===== config.mk =====
export PLATFORM = sky130hd
export DESIGN_NAME = bus_region_ctrl
export DESIGN_NICKNAME = d
export VERILOG_FILES = /design/src/rtl/bus_region_ctrl.sv
export SDC_FILE = /design/constraint.sdc
export NUM_CORES = 1
export LEC_CHECK = 0
export ABC_AREA = 1
export CORE_AREA = 5 5 75 77
export DETAILED_ROUTE_END_ITERATION = 8
export DIE_AREA = 0 0 80 82
export HOLD_SLACK_MARGIN = 0.03
export PLACE_DENSITY = 0.85
export SLEW_MARGIN = 20
export SYNTH_ARGS = -nofsm -noshare
export SYNTH_HDL_FRONTEND = slang
export SYNTH_SLANG_ARGS = --single-unit

===== constraint.sdc =====
create_clock -name clk -period 4.8 [get_ports clk]
set_input_delay 1.44 -clock clk [delete_from_list [all_inputs] [get_ports clk]]
set_output_delay 1.44 -clock clk [all_outputs]
set_load 0.1 [all_outputs]

===== src/rtl/bus_region_ctrl.sv =====
// bus_region_ctrl: 68040 bus-cycle controller; latches A on TS, decodes NREG regions, issues TA/TEA.
// Optional bus-timeout watchdog is compiled in with `define BUS_TIMEOUT_EN.
module bus_region_ctrl #(
    parameter int                          NREG      = 4,
    parameter int                          DEC_BITS  = 4,
    parameter logic [NREG*DEC_BITS-1:0]    REG_BASE  = 16'h6420,
    parameter logic [NREG*4-1:0]           REG_WS    = 16'h0010,
    parameter logic [NREG-1:0]             REG_EXT   = 4'b1010,
    parameter int                          TO_CYCLES = 64
) (
    input  logic            clk,
    input  logic            rst,
    input  logic            ts_n,
    input  logic [31:0]     a,
    input  logic            rw,
    input  logic [NREG-1:0] ext_ack,
    output logic [NREG-1:0] sel,
    output logic            stb,
    output logic [31:0]     addr_q,
    output logic            rw_q,
    output logic            ta_n,
    output logic            tea_n,
    output logic            d_oe_n,
    output logic            busy
);
    localparam int RW  = NREG > 1 ? $clog2(NREG) : 1;
    localparam int TCW = $clog2(TO_CYCLES + 1);

    typedef enum logic [2:0] {IDLE, DECODE, WAIT, ACK, ERR} state_e;

    state_e          state_q, state_d;
    logic [RW-1:0]   reg_q, reg_d, hit_idx;
    logic            hit_any;
    logic [3:0]      wcnt_q, wcnt_d;
    logic [NREG-1:0] sel_q, sel_d;
    logic            stb_q, stb_d, ta_n_q, ta_n_d, tea_n_q, tea_n_d;
    logic            d_oe_n_q, d_oe_n_d, busy_q, busy_d, rw_d;
    logic [31:0]     addr_d;
    logic            ext_done, int_done, timeout;

`ifdef BUS_TIMEOUT_EN
    logic [TCW-1:0]  tcnt_q, tcnt_d;
    assign timeout = tcnt_q == TCW'(TO_CYCLES - 1);
    assign tcnt_d  = (state_q == DECODE) ? '0 :
                     (state_q == WAIT && tcnt_q != {TCW{1'b1}}) ? tcnt_q + 1'b1 : tcnt_q;
    always_ff @(posedge clk or posedge rst)
        if (rst) tcnt_q <= '0;
        else     tcnt_q <= tcnt_d;
`else
    assign timeout = 1'b0;
`endif

    // Lowest-numbered matching region wins, so scan downward and let later hits overwrite.
    always_comb begin
        hit_any = 1'b0;
        hit_idx = '0;
        for (int i = NREG - 1; i >= 0; i--)
            if (addr_q[31 -: DEC_BITS] == REG_BASE[i*DEC_BITS +: DEC_BITS]) begin
                hit_any = 1'b1;
                hit_idx = RW'(i);
            end
    end

    assign ext_done = REG_EXT[reg_q] && ext_ack[reg_q];
    assign int_done = !REG_EXT[reg_q] && wcnt_q == 4'd0;

    always_ff @(posedge clk or posedge rst)
        if (rst) state_q <= IDLE;
        else     state_q <= state_d;

    always_comb begin
        state_d = state_q;
        case (state_q)
            IDLE:    state_d = ts_n ? IDLE : DECODE;
            DECODE:  state_d = &addr_q ? ACK : hit_any ? WAIT : ERR;
            WAIT:    state_d = (ext_done || int_done) ? ACK : timeout ? ERR : WAIT;
            default: state_d = IDLE;
        endcase
    end

    // ACK and ERR always last one cycle, so state_d==ACK/ERR means "entering" it.
    always_comb begin
        addr_d   = (state_q == IDLE && !ts_n) ? a : addr_q;
        rw_d     = (state_q == IDLE && !ts_n) ? rw : rw_q;
        reg_d    = (state_q == DECODE) ? hit_idx : reg_q;
        wcnt_d   = (state_q == DECODE) ? REG_WS[hit_idx*4 +: 4] :
                   (state_q == WAIT && wcnt_q != 4'd0) ? wcnt_q - 4'd1 : wcnt_q;
        sel_d    = (state_d == ACK || state_d == ERR) ? '0 :
                   (state_d == WAIT && state_q == DECODE) ? NREG'(1) << hit_idx : sel_q;
        stb_d    = |sel_d;
        ta_n_d   = state_d != ACK;
        tea_n_d  = state_d != ERR;
        d_oe_n_d = !(state_d == ACK && rw_q);
        busy_d   = state_d != IDLE;
    end

    always_ff @(posedge clk or posedge rst)
        if (rst) begin
            addr_q   <= '0;
            rw_q     <= 1'b0;
            reg_q    <= '0;
            wcnt_q   <= '0;
            sel_q    <= '0;
            stb_q    <= 1'b0;
            ta_n_q   <= 1'b1;
            tea_n_q  <= 1'b1;
            d_oe_n_q <= 1'b1;
            busy_q   <= 1'b0;
        end else begin
            addr_q   <= addr_d;
            rw_q     <= rw_d;
            reg_q    <= reg_d;
            wcnt_q   <= wcnt_d;
            sel_q    <= sel_d;
            stb_q    <= stb_d;
            ta_n_q   <= ta_n_d;
            tea_n_q  <= tea_n_d;
            d_oe_n_q <= d_oe_n_d;
            busy_q   <= busy_d;
        end

    assign sel    = sel_q;
    assign stb    = stb_q;
    assign ta_n   = ta_n_q;
    assign tea_n  = tea_n_q;
    assign d_oe_n = d_oe_n_q;
    assign busy   = busy_q;
endmodule


==> run_summary.xml <==
<?xml version="1.0" encoding="UTF-8"?>
<metrics>
  <group name="routing">
    <metric name="route.antenna.remaining_nets" unit="">0</metric>
    <metric name="routedWlPerCell" unit="um">13.42</metric>
    <metric name="routed_wl" unit="mm">4.940</metric>
    <metric name="dr_pass1_iterations" unit="">4</metric>
    <metric name="drt_iter0_markers" unit="">118</metric>
    <metric name="via_count" unit="">1744</metric>
    <metric name="detail_route.vias_per_cell" unit="">4.739</metric>
    <metric name="route.detailed.drc" unit="">0</metric>
  </group>
  <group name="global_route">
    <metric name="globalRouteOverflowTotal" unit="">0</metric>
    <metric name="vias_in_the_first_global_route" unit="">1816</metric>
    <metric name="grt_util_met3" unit="">0.06469</metric>
    <metric name="use_met1" unit="">0.1922</metric>
    <metric name="grt_max_degree" unit="">52</metric>
    <metric name="grt_util_all_layers" unit="">0.1667</metric>
    <metric name="top_usage_layer" unit="">met2</metric>
    <metric name="grtUsageMet2" unit="">0.2873</metric>
    <metric name="grt_antenna_before_repair" unit="">0</metric>
    <metric name="grt_first_pass_wirelength" unit="mm">8.286</metric>
  </group>
  <group name="clock_network">
    <metric name="cts_tree" unit="">yes</metric>
    <metric name="worst_setup_hold_path_clk_slew" unit="ps">90</metric>
    <metric name="post_cts_hold_buffer_count" unit="">0</metric>
    <metric name="cts_post_setup_buffers_inserted" unit="">0</metric>
    <metric name="cts_max_level" unit="">2</metric>
    <metric name="cts-buffers-inserted" unit="">5</metric>
    <metric name="cts.sinks" unit="">51</metric>
    <metric name="worstSkewPairLatency" unit="ps">300</metric>
    <metric name="buffer_cell_driving_the_clock_tree_root" unit="">sky130_fd_sc_hd__clkbuf_8</metric>
    <metric name="postCtsResizedCells" unit="">0</metric>
    <metric name="cts_max_path_buffers" unit="">2</metric>
  </group>
  <group name="die">
    <metric name="design.die.area" unit="um^2">6560</metric>
    <metric name="floorplan.die.width" unit="um">80</metric>
    <metric name="die_y" unit="um">82</metric>
    <metric name="ios" unit="">82</metric>
    <metric name="rows" unit="">26</metric>
    <metric name="placeableCoreArea" unit="um^2">4945</metric>
    <metric name="initial_utilization" unit="">0.4491</metric>
  </group>
  <group name="setup_path">
    <metric name="timing.reg2reg.setup_slack" unit="ps">3010</metric>
    <metric name="setup.worst_path.class" unit="">flip-flop to output pin</metric>
    <metric name="depth_of_the_worst_register_to_register_path" unit="">10</metric>
    <metric name="rr_endpoint" unit="">stb</metric>
    <metric name="cp_max_stage_cell" unit="">sky130_fd_sc_hd__clkdlybuf4s50_1</metric>
    <metric name="critical_path_arrival" unit="ps">1950</metric>
    <metric name="timing.critical_path.cells" unit="">clkdlybuf4s50_1</metric>
    <metric name="launch_instance_of_the_worst_register_to_register_path" unit="">state_q[0]</metric>
    <metric name="worstPathMaxFanout" unit="">1</metric>
    <metric name="timing.critical_path.required" unit="ps">3360</metric>
    <metric name="crit_family" unit="">buffers and inverters</metric>
    <metric name="endpoint_kind" unit="">output pin</metric>
    <metric name="timing.critical_path.slowest_cell_delay" unit="ps">1120</metric>
    <metric name="kind_of_start_point_of_the_critical_path" unit="">flip-flop</metric>
    <metric name="critPathBufInv" unit="">1</metric>
  </group>
  <group name="timing">
    <metric name="grt_setup_unrepaired" unit="">false</metric>
    <metric name="skew" unit="ps">7.401</metric>
    <metric name="maxSlewViolCount" unit="">0</metric>
    <metric name="tns" unit="ps">0</metric>
    <metric name="report.final.hold_viol_count" unit="">0</metric>
    <metric name="slew_headroom" unit="">0.3345</metric>
    <metric name="final_min_period_over_clock_period" unit="">0.7056</metric>
    <metric name="setup-violations-final" unit="">0</metric>
    <metric name="min_period" unit="ps">3387</metric>
    <metric name="tightest_slew" unit="ps">995.2</metric>
    <metric name="achievable-frequency" unit="GHz">0.2953</metric>
  </group>
  <group name="placement">
    <metric name="dp_cells" unit="">360</metric>
    <metric name="io_buffers" unit="">79</metric>
    <metric name="place.gp.congestion" unit="">0.8252</metric>
    <metric name="dp_wirelength" unit="mm">3.837</metric>
  </group>
  <group name="cells_and_area">
    <metric name="synthToLayoutAreaGrowth" unit="%">43.04</metric>
    <metric name="insertedDiodeCount" unit="">0</metric>
    <metric name="instances_no_fill" unit="">368</metric>
    <metric name="final_layout_size_suffix_gt1_frac" unit="">0.1846</metric>
    <metric name="layout.core_utilization" unit="">0.6425</metric>
    <metric name="finalNetCount" unit="">339</metric>
  </group>
  <group name="min_path">
    <metric name="min-delay-start" unit="">rw_q</metric>
    <metric name="hold_critical_path_endpoint" unit="">d_oe_n</metric>
    <metric name="timing.hold.worst_path_depth" unit="">1</metric>
    <metric name="worst_hold_path_type" unit="">flip-flop to flip-flop</metric>
  </group>
  <group name="logic_synthesis">
    <metric name="yosys_warning_total" unit="">0</metric>
    <metric name="syn_area_per_cell" unit="um^2">10.43</metric>
    <metric name="synth_cell_type_count" unit="">21</metric>
    <metric name="postSynthNetCount" unit="">255</metric>
    <metric name="synth-edff-count" unit="">0</metric>
    <metric name="synth_flop_cell" unit="">sky130_fd_sc_hd__dfrtp_1</metric>
    <metric name="synthDominantAreaCellType" unit="">sky130_fd_sc_hd__dfrtp_1</metric>
    <metric name="syn_inst" unit="">213</metric>
    <metric name="synth_most_common_cell" unit="">sky130_fd_sc_hd__nand2_1</metric>
    <metric name="synth-seq-cells" unit="">51</metric>
    <metric name="synthesis.area" unit="um^2">2221</metric>
    <metric name="synth.area.top_cells" unit="">sky130_fd_sc_hd__dfrtp_1 (54%), sky130_fd_sc_hd__mux2_2 (16%), sky130_fd_sc_hd__nand2_1 (8.3%), sky130_fd_sc_hd__dfstp_2 (3.5%), sky130_fd_sc_hd__nor2_1 (3.0%)</metric>
    <metric name="synthTopCellsByCount" unit="">sky130_fd_sc_hd__nand2_1 (49), sky130_fd_sc_hd__dfrtp_1 (48), sky130_fd_sc_hd__mux2_2 (31)</metric>
    <metric name="postSynth.asyncResetShare" unit="">1.000</metric>
    <metric name="yosys.area.top_type_share" unit="">0.5408</metric>
    <metric name="seq_area_frac_synth" unit="">0.5763</metric>
  </group>
  <group name="run_status">
    <metric name="outcome" unit="">complete, no violations</metric>
  </group>
  <group name="flow_run">
    <metric name="cap_viol_max_count" unit="">0</metric>
  </group>
</metrics>
==> worst max-delay path by stage <==
stage	from	endpoint	depth (start not counted)
after global placement	ts_n	stb	11
after floorplan	rst	addr_q[0]	1
after detailed placement	ts_n	stb	11
after global routing	addr_q[31]	addr_q[31]	1
after CTS	d_oe_n	d_oe_n	1
final	d_oe_n	d_oe_n	1
==> logic make-up after synthesis <==
kind of cell,share of synthesized area
adders and majority gates,0.01127
muxes,0.1572
buffers and inverters,0.03549
and+or+nand+nor,0.1831
AOI/OAI and AO/OA,0.03662
DFF,0.5763
==> flip-flops by register name (all words and copies together), names as in the netlist <==
signal   cells
addr_q      32
d_oe_n       1
tea_n        1
stb          1
rw_q         1
busy         1
reg_q        2
ta_n         1
wcnt_q       4
state_q      3
sel          4
==> cell usage in the layout (no fill, tap or decap), drive strengths merged <==
cell and count:
dfrtp 48, buf 1, nor4 5, nor2 21
a21oi 7, dfstp 3, ha 2, inv 16
nand3 8, o22ai 1, mux2 31, o21ai 8
clkbuf 5, clkdlybuf4s50 79, clkinv 4, or2 1
nor3 2, nand4 3, nand2 53
==> routing by layer <==
metal,routed length (um),up-vias,share of wire
li1,-,867,-
met1,1972,825,0.40
met2,2498,45,0.51
met3,400,7,0.081
met4,68,0,0.014
met5,0,-,0
==> metrics by stage <==
| step | hold slack, ps | instance area, um^2 | setup WS (ps) |
|---|---|---|---|
| finish | 429.6 | 3177 | 1413 |
| global route | 458.7 | 3177 | 1360 |
| CTS | 434.2 | 3176 | 1395 |
| detailed placement | 417.3 | 3092 | 1501 |
| global placement | 405.1 | 3092 | 1532 |
| floorplan | 501.2 | 2221 | 2135 |
==> final cells by class <==
| type | instances | area [um^2] |
|---|---|---|
| inverters | 17 | 65.06 |
| flip-flops and latches | 51 | 1280 |
| fillers | 424 | 1768 |
| well taps | 70 | 87.58 |
| clock buffers | 5 | 68.82 |
| multi-input cells | 142 | 862.1 |
| repair buffers | 80 | 798.3 |
| clock inverters | 3 | 15.01 |
Power is left out: the tool's default activity adds up to more than one toggle a clock period on the data nets, which glitch-free logic cannot reach.
